File: src/rtl/w_mem_read_sequencer.sv
// Pairs each accepted input word with its weight-ROM read and presents the aligned pair to the neuron MAC.
// Optional feature WSEQ_TIMEOUT_EN: abort a pass with an err pulse after timeoutCycles idle RUN cycles.
module w_mem_read_sequencer #(
  parameter int numWeight     = 30,
  parameter int addressWidth  = $clog2(numWeight),
  parameter int dataWidth     = 16,
  parameter int timeoutCycles = 255
) (
  input  logic                    clk,
  input  logic                    rst,
  input  logic                    start,
  input  logic                    in_valid,
  output logic                    in_ready,
  input  logic [dataWidth-1:0]    in_data,
  output logic                    mem_ren,
  output logic [addressWidth-1:0] mem_radd,
  input  logic [dataWidth-1:0]    mem_rdata,
  output logic                    mac_valid,
  output logic [dataWidth-1:0]    mac_x,
  output logic [dataWidth-1:0]    mac_w,
  output logic                    mac_last,
  output logic                    busy,
  output logic                    done,
  output logic                    err
);

  typedef enum logic [1:0] {IDLE, RUN, DRAIN, DONE} state_t;

  localparam logic [addressWidth-1:0] lastAddr = addressWidth'(numWeight - 1);

  if (numWeight < 2) begin : g_bad_num_weight
    $error("w_mem_read_sequencer: numWeight must be at least 2");
  end
  if (timeoutCycles < 1) begin : g_bad_timeout
    $error("w_mem_read_sequencer: timeoutCycles must be at least 1");
  end

  state_t                  state;
  state_t                  state_next;
  logic [addressWidth-1:0] cnt;
  logic [addressWidth-1:0] cnt_next;
  logic [dataWidth-1:0]    x_q;
  logic                    v_q;
  logic                    last_q;
  logic                    accept;
  logic                    at_last;
  logic                    abort;

  assign accept  = in_valid & (state == RUN);
  assign at_last = (cnt == lastAddr);

`ifdef WSEQ_TIMEOUT_EN
  localparam int idleWidth = $clog2(timeoutCycles + 1);

  logic [idleWidth-1:0] idle_cnt;

  // err fires in the idle cycle whose increment would bring the counter to timeoutCycles
  assign abort = (state == RUN) & ~accept & (idle_cnt == idleWidth'(timeoutCycles - 1));

  always_ff @(posedge clk or posedge rst) begin
    if (rst) begin
      idle_cnt <= '0;
    end else if ((state != RUN) || accept) begin
      idle_cnt <= '0;
    end else begin
      idle_cnt <= idle_cnt + 1'b1;
    end
  end
`else
  assign abort = 1'b0;
`endif

  always_comb begin
    state_next = state;
    cnt_next   = cnt;
    case (state)
      IDLE: begin
        if (start) begin
          state_next = RUN;
          cnt_next   = '0;
        end
      end
      RUN: begin
        if (accept) begin
          if (at_last) begin
            state_next = DRAIN;
            cnt_next   = '0;
          end else begin
            cnt_next = cnt + 1'b1;
          end
        end else if (abort) begin
          state_next = IDLE;
          cnt_next   = '0;
        end
      end
      DRAIN:   state_next = DONE;
      DONE:    state_next = IDLE;
      default: state_next = IDLE;
    endcase
  end

  // The ROM read is issued in the accept cycle, so registering x here lines it up with wout
  always_ff @(posedge clk or posedge rst) begin
    if (rst) begin
      state  <= IDLE;
      cnt    <= '0;
      x_q    <= '0;
      v_q    <= 1'b0;
      last_q <= 1'b0;
    end else begin
      state <= state_next;
      cnt   <= cnt_next;
      v_q   <= accept;
      if (accept) begin
        x_q    <= in_data;
        last_q <= at_last;
      end
    end
  end

  assign in_ready  = (state == RUN);
  assign mem_ren   = accept;
  assign mem_radd  = cnt;
  assign busy      = (state == RUN) | (state == DRAIN);
  assign done      = (state == DONE);
  assign err       = abort;
  assign mac_valid = v_q;
  assign mac_x     = x_q;
  assign mac_w     = mem_rdata;
  assign mac_last  = v_q & last_q;

endmodule

File: config.mk
export PLATFORM = sky130hd
export DESIGN_NAME = w_mem_read_sequencer
export DESIGN_NICKNAME = d
export VERILOG_FILES = /design/src/rtl/w_mem_read_sequencer.sv
export SDC_FILE = /design/constraint.sdc
export NUM_CORES = 1
export LEC_CHECK = 0
export ABC_AREA = 1
export CAP_MARGIN = 25
export CORE_MARGIN = 2
export CORE_UTILIZATION = 55
export CTS_CLUSTER_DIAMETER = 80
export DETAILED_ROUTE_END_ITERATION = 7
export DONT_BUFFER_PORTS = 1
export GPL_ROUTABILITY_DRIVEN = 0
export HOLD_SLACK_MARGIN = 0.03
export PLACE_DENSITY_LB_ADDON = 0.08
export SYNTH_ARGS = -nofsm -noshare
export SYNTH_HDL_FRONTEND = slang
export SYNTH_SLANG_ARGS = --single-unit
File: constraint.sdc
create_clock -name clk -period 2.6 [get_ports clk]
set_input_delay 0.52 -clock clk [delete_from_list [all_inputs] [get_ports clk]]
set_output_delay 0.52 -clock clk [all_outputs]
set_load 0.01 [all_outputs]
==> impl_metrics.yaml, run 1 <==
yosys:
  synth_xor_area_share_pct: 0
  ys.flop_type: "dfrtp_1"
  synth_fa_ha_area_share_pct: 6.757
  netlist_instances: 156
  yosysWarnings: 0
  synth_simple_gate_area_share_pct: 27.12
  synth_compound_area_share_pct: 2.317
  synth_seq_cells: 25
  netlist_area_sq_um: 1296
  synth-edff-count: 0
  seq_area_frac_synth_pct: 48.26
  synth.area.mux_share_pct: 0
  synthArstFlopShare_pct: 100.0
  synthDistinctLibCells: 19
  synth_top_family_by_area: "simple AND/OR/NAND/NOR gates"
  avgSynthCellArea_sq_um: 8.309
  synth_nets: 199
critical_path:
  cp-startpoint: "state[1]"
  startpoint_type: "register"
  r2r_start: "state[1]"
  end_kind: "primary output"
  cp_max_fo: 19
  arrival_ps: 1740
  rrSetupSlack_ps: 950
  worstSetupPathType: "reg2out"
  crit_required_ps: 2080
power:
  leakagePower_nw: 0.6901
  power_density_nw_per_um2: 1154
  ir_drop_mv: 0.6659
sta:
  tightestPinTransition_ps: 898.5
  fin_crit_sh_pct: 86.96
  relSlewSlack_pct: 40.03
  setup_viol: 0
  fmax_mhz: 442.3
  rsz0062_at_grt: "no"
  hold_violations: 0
  skew_ps: 1.645
  slew_violations: 0
  period_minus_slack_ps: 2261
  finalSetupTns_ps: 0
route:
  via_per_inst: 5.201
  drt_iter0_markers: 21
  wl_per_cell_microns: 13.63
  via_count: 879
  routed_wl_microns: 2303
  route.detailed.drc: 0
  ant_nets: 0
  first_pass_iters: 4
floorplanning:
  die_height_microns: 52.55
  die_area_sq_um: 2761
  core_area_sq_um: 2212
  num_rows: 17
  start_util_pct: 58.60
  die_x_microns: 52.55
  num_io_pins: 80
clocking:
  clock_sinks: 25
  insertion_delay_ps: 300
  ctsResizeCount: 0
  cts_tree: "yes"
  clock_path_buffers: 2
  cts_setup_buffers: 0
  clk_pin_slew_ps: 130
  cts_buffers: 3
  cts.hold.buffers_added: 0
  cts_root_buf: "clkbuf_4"
  htree_levels: 1
hold_path:
  hold_class: "in2async"
cells_and_area:
  antenna_cells: 0
  nets: 185
  drive_above_1_share_pct: 6.383
  final_cell_area_sq_um: 1214
  area_growth_pct: -6.371
grt:
  antenna_found_initial: 0
  globalRouteOverflowTotal: 0
  first_global_vias: 846
  grt_util_all_layers_pct: 17.44
  grt_pass1_wl_microns: 3560
  grt_max_degree: 26
placement:
  placed_cell_area_sq_um: 1187
  place_hpwl_microns: 1758
  portBuffers: 0
flow_run:
  cap_violations: 0
status:
  status: "finished clean"
[registers in the layout, indices dropped and copies added (netlist names)]
| register | flops |
|---|---|
| mac_valid | 1 |
| mac_x | 16 |
| mem_radd | 5 |
| state | 2 |
| last_q | 1 |
[cell families after synthesis]
logic type                 after synthesis
other                                    1
adders and majority gates                7
DFF                                     25
and+or+nand+nor                         84
buffers and inverters                   33
AOI/OAI and AO/OA                        6
[synth_stat cells, types with 2 or more instances]
master,n,share of area [%]
nand3_1,5,1.9
buf_4,17,9.8
o21ai_1,2,0.77
nand2_1,66,19
nand4_1,3,1.4
dfrtp_1,25,48
nand2_2,2,0.97
ha_1,7,6.8
o21ai_0,2,0.77
inv_1,13,3.8
a21oi_1,2,0.77
nor2_1,5,1.4
[routing by layer]
metal,part of all wire [%],track usage [%],wire [microns],vias up
li1,-,-,-,425
met1,40,22.35,929,405
met2,49,28.75,1139,45
met3,9.4,2.857,217,4
met4,0.74,8.120,17,0
met5,0,0,0,-
[worst max-delay path, cell delays in order, from the launching register on]
cell and delay (ps):
dfrtp_1 440, inv_1 120, ha_1 400, nand2_4 220, clkinv_2 260
[final timing paths]
| path | cells past startpoint | to |
|---|---|---|
| max | 4 | mem_ren |
| min | 1 | mem_radd[2] |
| max reg2reg | 6 | mac_x[9] |
| min reg2reg | 2 | last_q |
| max in group asynchronous | 1 | mac_x[5] |
| min in group clk | 2 | mac_x[0] |
[cell type report]
type,instances,area (sq um)
clock buffers,4,26.28
multi-input cells,98,473.0
fillers,239,998.5
well taps,28,35.03
inverters,14,53.80
flip-flops and latches,25,625.6
[where the power goes]
part / internal [mW] / switching, mW / total (mW)
clock network: 0.0598 / 0.106 / 0.166
logic: 0.173 / 0.332 / 0.504
registers: 0.542 / 0.189 / 0.731
[metrics by stage]
| step | setup WS, ps | utilization, % | cells | total power [mW] | hold WS, ps |
|---|---|---|---|---|---|
| floorplan | 885.5 | - | 156 | 1.168 | 452.9 |
| global placement | 739.9 | 53.68 | 165 | 1.227 | 474.2 |
| detailed placement | 693.2 | 53.68 | 165 | 1.251 | 478.1 |
| CTS | 318.4 | 54.86 | 169 | 1.424 | 297.4 |
| global route | 209.8 | 54.86 | 169 | 1.523 | 293.5 |
| finish | 339.0 | 54.86 | 169 | 1.401 | 280.4 |
[layout by cell type (no fill, tap or decap)]
master,netlist,routed
clkbuf_4,0,3
nor2_1,5,5
nand2_2,2,2
nor2_2,1,1
nand2_4,1,1
nand3_1,5,5
o21ai_1,2,2
nand2_1,66,66
dfrtp_1,25,25
inv_1,13,13
conb_1,1,1
a21oi_1,2,2
nor2_4,1,1
nand4_1,3,3
o21ai_0,2,2
clkinv_2,1,1
clkbuf_1,0,1
ha_1,7,7
No activity file was read; power rests on OpenSTA's default activity.
==> run 2: changes to the inputs <==
--- a/config.mk
+++ b/config.mk
@@ -7,8 +7,10 @@
 export LEC_CHECK = 0
 export ABC_AREA = 1
 export CAP_MARGIN = 25
+export CELL_PAD_IN_SITES_DETAIL_PLACEMENT = 2
+export CELL_PAD_IN_SITES_GLOBAL_PLACEMENT = 2
 export CORE_MARGIN = 2
-export CORE_UTILIZATION = 55
+export CORE_UTILIZATION = 34
 export CTS_CLUSTER_DIAMETER = 80
 export DETAILED_ROUTE_END_ITERATION = 7
 export DONT_BUFFER_PORTS = 1
==> run 2 against run 1 <==
Net effect: clock skew increased by 5.8 ps; sequential share of layout area decreased by 2.1 points; clock power increased by 40%; sequential cell count unchanged; via count increased by 4.1%; total power increased by 6.4%; hold slack got worse by 91 ps; cell count increased by 12%; routed wire length increased by 25%.
==> impl_metrics.yaml, run 2 (synthesis gave the netlist of run 1 again) <==
clocking:
  cts.hold.buffers_added: 0
  cts_setup_buffers: 0
  clock_path_buffers: 2
  cts_buffers: 3
  cts_tree: "yes"
  insertion_delay_ps: 270
  cts_root_buf: "clkbuf_8"
  clock_sinks: 25
  htree_levels: 1
  ctsResizeCount: 0
  clk_pin_slew_ps: 90
cells_and_area:
  mostFrequentLayoutCells: "nand2_1 (66), dfrtp_1 (25), inv_1 (13), ha_1 (7)"
  area_growth_pct: -2.413
  drive_above_1_share_pct: 7.042
  largest_reg_flops: 16
  final_common_cell: "nand2_1"
  antenna_cells: 0
  nets: 186
sta:
  skew_ps: 7.408
  fmax_mhz: 453.1
  rsz0062_at_grt: "no"
  finalSetupTns_ps: 0
  slew_violations: 0
  hold_violations: 0
  fin_crit_sh_pct: 84.88
  setup_viol: 0
  period_minus_slack_ps: 2207
floorplanning:
  die_area_sq_um: 4322
  die_height_microns: 65.75
  start_util_pct: 35.41
  die_x_microns: 65.75
  num_rows: 22
  core_area_sq_um: 3661
  num_io_pins: 80
flow_run:
  cap_violations: 0
power:
  seq_power_share_pct: 49.2
  netSwitchingPower_mw: 0.6635
  internal_power_mw: 0.8276
  leakagePower_nw: 0.7027
  clockPowerShare_pct: 15.6
  power_density_nw_per_um2: 1179
  ir_drop_mv: 0.3611
  combinationalPowerShare_pct: 35.2
  p_sw_share_pct: 44.50
  finalPower_mw: 1.491
route:
  ant_nets: 0
  route.detailed.drc: 0
  first_pass_iters: 3
  via_count: 915
  routed_wl_microns: 2886
  via_per_inst: 4.816
  drt_iter0_markers: 36
  wl_per_cell_microns: 15.19
grt:
  grt_pass1_wl_microns: 4933
  grt_max_degree: 26
  antenna_found_initial: 0
  grt_util_all_layers_pct: 14.63
  globalRouteOverflowTotal: 0
  first_global_vias: 1020
placement:
  portBuffers: 0
  place_hpwl_microns: 2241
critical_path:
  cp_max_fo: 19
  arrival_ps: 1690
  crit_required_ps: 2080
  end_kind: "primary output"
  startpoint_type: "register"
  worstSetupPathType: "reg2out"
hold_path:
  hold_class: "in2async"
status:
  status: "finished clean"
==> run 2: power by group through the flow <==
stage               Clock (mW)  Combinational [mW]  Sequential, mW
finish                   0.232               0.525           0.734
detailed placement           0               0.541           0.750
CTS                      0.245               0.544           0.743
global route             0.264               0.627           0.765
global placement             0               0.507           0.745
floorplan                    0               0.462           0.706
==> run 2: cell type report <==
| class | count | area [sq um] |
|---|---|---|
| Clock buffer | 4 | 45.04 |
| Tap cell | 48 | 60.06 |
| Sequential cell | 25 | 625.6 |
| Fill cell | 429 | 2396 |
| Timing Repair Buffer | 1 | 7.507 |
| Inverter | 14 | 53.80 |
| Multi-Input combinational cell | 98 | 473.0 |
==> run 2: final timing paths <==
kind	from	endpoint	slack, ps	depth (start not counted)
max in group asynchronous	rst	last_q	2150	2
worst max-delay path	state[1]	mem_ren	390	4
worst min register to register	last_q	last_q	510	2
worst max register to register	state[1]	mac_x[4]	960	6
worst min-delay path	rst	mac_x[11]	190	2
min in group clk	in_data[11]	mac_x[11]	360	2
==> run 2: stage by stage <==
step / cells / instance area, sq um / util (%) / setup slack (ps) / hold WS [ps]
final: 190 / 1265 / 34.55 / 393.1 / 189.3
after global routing: 190 / 1265 / 34.55 / 199.6 / 206.4
after CTS: 190 / 1265 / 34.55 / 353.2 / 197.7
after detailed placement: 186 / 1220 / 33.32 / 661.7 / 492.3
after global placement: 186 / 1220 / 33.32 / 698.7 / 475.5
after floorplan: 156 / 1296 / - / 885.5 / 452.9
==> run 2: routing by layer <==
| metal | global-route usage, % | up-vias | share of wire [%] |
|---|---|---|---|
| met4 | 3.646 | 0 | 1.1 |
| met1 | 16.05 | 435 | 38 |
| met2 | 26.89 | 48 | 50 |
| li1 | - | 426 | - |
| met3 | 4.795 | 6 | 11 |
| met5 | 0 | - | 0 |
==> run 2: critical path, stage by stage (launching register included) <==
cell and delay [ps]:
dfrtp_1 420, inv_1 110, ha_1 410, nand2_4 230, clkinv_2 260
